## config.mk

```make
export PLATFORM = sky130hd
export DESIGN_NAME = decode_stage
export DESIGN_NICKNAME = d
export VERILOG_FILES = /design/src/rtl/decode_stage.sv
export SDC_FILE = /design/constraint.sdc
export NUM_CORES = 1
export LEC_CHECK = 0
export CAP_MARGIN = 20
export CORE_MARGIN = 10
export CORE_UTILIZATION = 39
export CTS_BUF_LIST = sky130_fd_sc_hd__clkbuf_8
export DETAILED_ROUTE_END_ITERATION = 10
export HOLD_SLACK_MARGIN = 0.03
export PLACE_DENSITY = 0.71
export SLEW_MARGIN = 25
export SYNTH_ARGS = -nofsm -noshare
export SYNTH_HDL_FRONTEND = slang
export SYNTH_SLANG_ARGS = --single-unit
export TNS_END_PERCENT = 1
```

## constraint.sdc

```tcl
create_clock -name clk -period 4.47 [get_ports clk]
set_input_delay 0.447 -clock clk [delete_from_list [all_inputs] [get_ports clk]]
set_output_delay 0.447 -clock clk [all_outputs]
set_load 0.02 [all_outputs]
```

## src/rtl/decode_stage.sv

```systemverilog
// rtl/decode_stage.sv - registered, handshaked ARM-style instruction decode stage
// Decodes on accept into an output register; MUL holds the slot for MUL_LAT cycles.
module decode_stage #(
  parameter int         MUL_LAT  = 3,
  parameter int         CNT_W    = 16,
  parameter logic [3:0] LINK_REG = 4'd14
) (
  input  logic             clk,
  input  logic             reset,
  input  logic             flush,
  input  logic             in_valid,
  output logic             in_ready,
  input  logic [31:0]      instr,
  output logic             out_valid,
  input  logic             out_ready,
  output logic             RegW,
  output logic             MemW,
  output logic             MemtoReg,
  output logic             ALUSrc,
  output logic             PCS,
  output logic             NoWrite,
  output logic [1:0]       ImmSrc,
  output logic [1:0]       RegSrc,
  output logic [1:0]       FlagW,
  output logic [2:0]       ALUControl,
  output logic [3:0]       rd,
  output logic             is_mul,
  output logic             illegal,
  output logic [CNT_W-1:0] retired
);

  localparam int CW = (MUL_LAT > 1) ? $clog2(MUL_LAT) : 1;

  typedef enum logic [1:0] {S_IDLE, S_WAIT, S_FULL} state_t;

  typedef struct packed {
    logic       reg_w;
    logic       mem_w;
    logic       memto_reg;
    logic       alu_src;
    logic       pcs;
    logic       no_write;
    logic [1:0] imm_src;
    logic [1:0] reg_src;
    logic [1:0] flag_w;
    logic [2:0] alu_control;
    logic [3:0] rd;
    logic       is_mul;
    logic       illegal;
  } bundle_t;

  state_t           state_q, state_d;
  logic [CW-1:0]    cnt_q, cnt_d;
  bundle_t          bundle_q, bundle_d, dec;
  logic [CNT_W-1:0] retired_q, retired_d;
  logic             accept, retire;

  logic [1:0] op;
  logic [5:0] funct;
  logic [3:0] cmd;
  logic       mul_enc;
  logic       bad;
  logic       unused_bits;

  assign op          = instr[27:26];
  assign funct       = instr[25:20];
  assign cmd         = funct[4:1];
  assign mul_enc     = (op == 2'b00) && (funct[5:1] == 5'b00000) && (instr[7:4] == 4'b1001);
  assign unused_bits = ^{instr[31:28], instr[11:8], instr[3:0]};

  always_comb begin
    dec    = '0;
    bad    = 1'b0;
    dec.rd = instr[15:12];
    unique case (op)
      2'b00: begin
        dec.reg_w   = 1'b1;
        dec.alu_src = funct[5];
        if (mul_enc) begin
          dec.alu_control = 3'b101;
          dec.is_mul      = 1'b1;
          dec.rd          = instr[19:16];
        end else begin
          unique case (cmd)
            4'b0100: dec.alu_control = 3'b000;
            4'b0010: dec.alu_control = 3'b001;
            4'b0000: dec.alu_control = 3'b010;
            4'b1100: dec.alu_control = 3'b011;
            4'b1101: dec.alu_control = 3'b100;
            4'b1010: begin
              dec.alu_control = 3'b001;
              dec.no_write    = 1'b1;
              dec.reg_w       = 1'b0;
            end
            default: bad = 1'b1;
          endcase
        end
        dec.flag_w = {funct[0],
                      funct[0] & (cmd == 4'b0100 || cmd == 4'b0010 || cmd == 4'b1010)};
      end
      2'b01: begin
        dec.alu_src     = 1'b1;
        dec.imm_src     = 2'b01;
        dec.alu_control = funct[3] ? 3'b000 : 3'b001;
        if (funct[0]) begin
          dec.reg_w     = 1'b1;
          dec.memto_reg = 1'b1;
        end else begin
          dec.mem_w   = 1'b1;
          dec.reg_src = 2'b10;
        end
      end
      2'b10: begin
        dec.pcs     = 1'b1;
        dec.alu_src = 1'b1;
        dec.imm_src = 2'b10;
        dec.reg_src = 2'b01;
        if (funct[4]) begin
          dec.reg_w = 1'b1;
          dec.rd    = LINK_REG;
        end
      end
      default: bad = 1'b1;
    endcase
    // Illegal words keep only rd so the slot is traceable; all side effects are suppressed.
    if (bad) begin
      dec         = '0;
      dec.rd      = instr[15:12];
      dec.illegal = 1'b1;
    end
    if (dec.reg_w && dec.rd == 4'hF) dec.pcs = 1'b1;
  end

  assign in_ready = !reset && !flush &&
                    (state_q == S_IDLE || (state_q == S_FULL && out_ready));
  assign accept   = in_valid && in_ready;
  assign retire   = (state_q == S_FULL) && out_ready && !flush;

  always_comb begin
    state_d   = state_q;
    cnt_d     = cnt_q;
    bundle_d  = bundle_q;
    retired_d = retired_q;
    if (retire && retired_q != {CNT_W{1'b1}}) retired_d = retired_q + 1'b1;
    if (flush) begin
      state_d = S_IDLE;
      cnt_d   = '0;
    end else begin
      unique case (state_q)
        S_IDLE, S_FULL: begin
          if (accept) begin
            bundle_d = dec;
            if (dec.is_mul && MUL_LAT > 1) begin
              state_d = S_WAIT;
              cnt_d   = CW'(MUL_LAT - 1);
            end else begin
              state_d = S_FULL;
            end
          end else if (state_q == S_FULL && out_ready) begin
            state_d = S_IDLE;
          end
        end
        S_WAIT: begin
          if (cnt_q == CW'(1)) begin
            state_d = S_FULL;
            cnt_d   = '0;
          end else begin
            cnt_d = cnt_q - CW'(1);
          end
        end
        default: begin
          state_d = S_IDLE;
          cnt_d   = '0;
        end
      endcase
    end
  end

  always_ff @(posedge clk) begin
    if (reset) begin
      state_q   <= S_IDLE;
      cnt_q     <= '0;
      bundle_q  <= '0;
      retired_q <= '0;
    end else begin
      state_q   <= state_d;
      cnt_q     <= cnt_d;
      bundle_q  <= bundle_d;
      retired_q <= retired_d;
    end
  end

  assign out_valid  = (state_q == S_FULL);
  assign RegW       = bundle_q.reg_w;
  assign MemW       = bundle_q.mem_w;
  assign MemtoReg   = bundle_q.memto_reg;
  assign ALUSrc     = bundle_q.alu_src;
  assign PCS        = bundle_q.pcs;
  assign NoWrite    = bundle_q.no_write;
  assign ImmSrc     = bundle_q.imm_src;
  assign RegSrc     = bundle_q.reg_src;
  assign FlagW      = bundle_q.flag_w;
  assign ALUControl = bundle_q.alu_control;
  assign rd         = bundle_q.rd;
  assign is_mul     = bundle_q.is_mul;
  assign illegal    = bundle_q.illegal;
  assign retired    = retired_q;

endmodule

```

# Yosys cells after proc, flatten, opt, wreduce, memory -nomap -nowiden
# Cells that the tools add are included.
# op_classes
muxes,37
add_sub_neg,2
bitwise,2
n_reduce_logical,26
eq_ne,17
# ops
cell,n
21-bit 2-to-1 mux,1
"4-bit equality test, second input constant",5
2-bit 2-to-1 mux,10
"16-bit by 1-bit adder with 16-bit output, second input constant",1
"16-bit inequality test, second input constant",1
4-bit case mux with 2 select lines,2
1-bit 2-to-1 mux,14
3-bit case mux with 4 select lines,1
1-bit logical AND,9
2-bit case mux with 2 select lines,2
2-bit OR reduction,4
"2-bit by 1-bit equality test with 1-bit output, second input constant",3
"2-bit inequality test, second input constant",3
3-bit case mux with 2 select lines,1
6-bit OR reduction,1
5-bit logical NOT,1
5-bit 2-to-1 mux,1
"2-bit equality test, second input constant",2
"4-bit by 2-bit equality test with 1-bit output, second input constant",1
"4-bit by 3-bit equality test with 1-bit output, second input constant",1
2-bit logical NOT,2
4-bit logical NOT,1
4-bit 2-to-1 mux,1
1-bit case mux with 2 select lines,2
other kinds (10),14
# word_totals
output_inout_bits,39
word_cells,100
register_bits,41
input_bits,37

# Logic depth before layout (Yosys ltp)
# logic_depth
word_depth,9
mapped_depth,9

# Least setup slack after synthesis
# OpenSTA, ideal clock, no wires.
# synth_path
path_kind,input -> register
from,in instr[26]
to,reg bundle_q (netlist bit PCS)
arrival_ns,1.845
path_stages,9
n_path_buf,1
setup_ns,0.116
setup_slack_ns,2.509
required_time_ns,4.354
cell_sequence,inv_1 -> ha_1 -> nor2b_1 -> and3_1 -> buf_6 -> a32o_1 -> a22oi_2 -> nor2_1 -> a41o_1
# synth_between
elab_chain_cells,9
# synth_rtl
element,line_no,source
from (decl),13,"input logic [31:0] instr,"
2-bit logical NOT,"68, 75",
1-bit logical AND (2 in a row),68,assign mul_enc = (op == 2'b00) && (funct[5:1] == 5'b00000) && (instr[7:4] == 4'b1001);
5-bit 2-to-1 mux or 1-bit 2-to-1 mux (tied branches),79,if (mul_enc) begin
4-bit case mux with 2 select lines or 1-bit case mux with 2 select lines (tied branches),75,unique case (op)
21-bit 2-to-1 mux *,126,if (bad) begin
4-bit equality test,131,if (dec.reg_w && dec.rd == 4'hF) dec.pcs = 1'b1;
1-bit logical AND,131,
1-bit 2-to-1 mux *,131,
to (signal assigned),188,bundle_q <= bundle_d;
to (decl),54,"bundle_t bundle_q, bundle_d, dec;"
# Mark *: on every way between the ends. The rest lies on a longest branch, timed or not.
# A chain may end at the register's enable or synchronous reset.

# Worst setup path in the final report
# layout_path
from,in reset
to,out in_ready
# layout_between
elab_chain_cells,3
# layout_rtl
element,line_no,source
from (decl),9,"input logic reset,"
1-bit logical NOT,134,assign in_ready = !reset && !flush &&
1-bit logical AND (2 in a row),134,
to (decl),12,"output logic in_ready,"
# Every way passes these cells.

==> flow_summary.json <==
{
  "rows": 26,
  "cts_tree": "yes",
  "synth_edf_count": 0,
  "period_share": 0.595,
  "worstSetupPathDepth": 5,
  "grt_max_degree": 38,
  "syn_area_per_cell_um2": 8.24,
  "fmax_ghz": 0.376,
  "p_comb_frac": 0.140,
  "cts_buffers": 5,
  "layout_common_cells": "clkdlybuf4s50_1, dfxtp_1, nor2_1",
  "cp_common_cell": "clkdlybuf4s50_1",
  "crit_slowest_cell": "clkdlybuf4s50_1",
  "p_clk_frac": 0.325,
  "synth_area_mm2": 0.00209,
  "mostFrequentLayoutCell": "clkdlybuf4s50_1",
  "power_switching_uw": 168,
  "ys_types": 51,
  "drc": 0,
  "dp_cells": 378,
  "drt_iter0_markers": 102,
  "clockRootBuffer": "clkbuf_8",
  "tightest_slew_ns": 0.541,
  "finClkSkew_ns": 0.00424,
  "status": "completed",
  "vias": 1991,
  "holdBufCountCts": 0,
  "p_per_area_mw_per_mm2": 239,
  "synthArstFlopShare": 0,
  "cts_max_path_buffers": 2,
  "cap_violations": 0,
  "path_max_fanout": 37,
  "cts.clk_slew.worst_paths_ns": 0.07,
  "crit_type": "in2out",
  "final_max_slew_viol_count": 0,
  "place.gp.congestion": 0.867,
  "ys_seq_elements": 40,
  "firstDrtPassIters": 4,
  "relSlewSlack": 0.636,
  "start_util": 0.407,
  "switching_share": 0.249,
  "syn_to_final_growth_pct": 35.6,
  "vias_per_cell": 5.17,
  "setup_viol": 0,
  "wl_per_cell_um": 14.7,
  "ios": 76,
  "grt_use_total": 0.133,
  "endpoint_kind": "primary output",
  "fin_crit_ns": 2.66,
  "cts.repair.resized": 0,
  "post-route-worst-setup-slack_ns": 1.81,
  "ys_seq_area_frac": 0.383,
  "worstPathArrival_ns": 2.21,
  "synth_nets": 297,
  "drive_gt1_frac": 0.0603,
  "htree_levels": 2,
  "ir_drop_mv": 0.192,
  "synthFlopType": "dfxtp_1",
  "io_buffers": 63,
  "grt_pass1_vias": 1977,
  "holdCritPathClass": "reg2reg",
  "cp_data_required_time_ns": 4.02,
  "drt-total-wl_um": 5660,
  "r2r_cells": 7,
  "clkLatencyLatePin_ns": 0.29,
  "dieHeight_um": 93.2,
  "postCtsSetupBuffers": 0,
  "post-place-ws_ns": 1.71,
  "critPathBufInv": 3,
  "crit_family": "buffers and inverters",
  "antenna_found_initial": 0,
  "detailed_place_hpwl_um": 4370,
  "grt_pass1_wl_um": 9650,
  "finalNonFillerCells": 385,
  "pwr-share-seq": 0.535,
  "startpoint_type": "input pin",
  "ant_nets": 0,
  "p_int_uw": 508,
  "syn_inst": 254,
  "gr-total-overflow": 0,
  "fp.dieW_um": 93.2,
  "power_leakage_nw": 0.976,
  "rsz0062_at_grt": "false",
  "tns_ns": 0,
  "hold_viol": 0,
  "fin_area_mm2": 0.00284,
  "path_cells": "clkdlybuf4s50_1, buf_4, or2_4, nor3_4, clkdlybuf4s50_1",
  "fp.dieArea_mm2": 0.00869,
  "ys_warn_count": 0,
  "finish.utilization": 0.552,
  "core_area_mm2": 0.00514,
  "final_nets": 358,
  "n_antenna_cell": 0,
  "worstHoldPathCells": 2,
  "max_stage_delay_ns": 0.64,
  "cts_num_sinks": 40,
  "dpl_cell_area_mm2": 0.00276
}
==> synth_stat cells, drive strengths merged, types with 3 or more instances <==
cell | n | area [um^2]
nor2 | 38 | 143
clkbuf | 4 | 15.0
o21ai | 9 | 45.0
a21oi | 24 | 120
buf | 6 | 43.8
ha | 6 | 75.1
nand2 | 26 | 100
nand3 | 11 | 55.1
xnor2 | 7 | 61.3
xor2 | 5 | 43.8
nor3 | 11 | 66.3
nand3b | 3 | 22.5
a211oi | 4 | 30.0
nand4 | 6 | 43.8
inv | 8 | 30.0
a22oi | 4 | 35.0
nor4 | 5 | 37.5
and2 | 3 | 22.5
nor2b | 5 | 31.3
dfxtp | 40 | 801
==> path summary, 6_finish.rpt <==
path                            from  slack (ns)                       end
max                            reset        1.81                  in_ready
min           RegSrc[1]$_SDFFE_PP0P_        0.46    RegSrc[1]$_SDFFE_PP0P_
max reg2reg  retired[0]$_SDFFE_PP0P_        2.53  retired[10]$_SDFFE_PP0P_
min reg2reg   RegSrc[1]$_SDFFE_PP0P_        0.46    RegSrc[1]$_SDFFE_PP0P_
==> metrics by stage <==
stage,power [mW],hold WS [ns]
after floorplan,0.420,0.472
after global placement,0.464,0.443
after detailed placement,0.465,0.444
after CTS,0.685,0.461
after global routing,0.711,0.496
final,0.677,0.463
==> worst min-delay path, delay by kind of cell, from the launching register on <==
kind | cells | cell delay (ns)
DFF | 1 | 0.31
and+or+nand+nor | 1 | 0.05
AOI/OAI and AO/OA | 1 | 0.05
==> state kept, by name, summed over array words and instances, names as in the netlist <==
signal / flops
MemtoReg: 1
FlagW: 2
cnt_q: 2
RegW: 1
ALUControl: 3
rd: 4
PCS: 1
is_mul: 1
illegal: 1
state_q: 2
retired: 16
NoWrite: 1
ALUSrc: 1
ImmSrc: 1
RegSrc: 2
MemW: 1
==> power by group through the flow <==
stage                     sequential, mW  clock, mW  combinational (mW)
after floorplan                    0.375          0              0.0454
after global placement             0.370          0              0.0937
after detailed placement           0.371          0              0.0946
after CTS                          0.362      0.228              0.0948
after global routing               0.363      0.244               0.104
final                              0.362      0.220              0.0949
==> kinds of logic after synthesis <==
logic type,after synthesis,share of synthesized area
compound gates,55,0.173
flops,40,0.383
fa+ha+maj,6,0.0359
buf+inv,18,0.0425
mux,2,0.00957
xor+xnor,12,0.0502
simple gates,121,0.306
==> area by class of cell <==
| class | count | area (um^2) |
|---|---|---|
| Fill cell | 515 | 2300 |
| Clock inverter | 2 | 8.76 |
| Timing Repair Buffer | 64 | 638 |
| Multi-Input combinational cell | 196 | 1200 |
| Sequential cell | 40 | 801 |
| Inverter | 8 | 30.0 |
| Clock buffer | 5 | 68.8 |
| Tap cell | 70 | 87.6 |
==> metal layers <==
| layer | vias up | track usage | routed length (um) |
|---|---|---|---|
| li1 | 1025 | - | - |
| met1 | 907 | 0.168 | 2630 |
| met2 | 53 | 0.210 | 2620 |
| met3 | 6 | 0.0424 | 331 |
| met4 | 0 | 0.0437 | 72 |
| met5 | - | 0 | 0 |
Power figures use the tool's default switching activity.
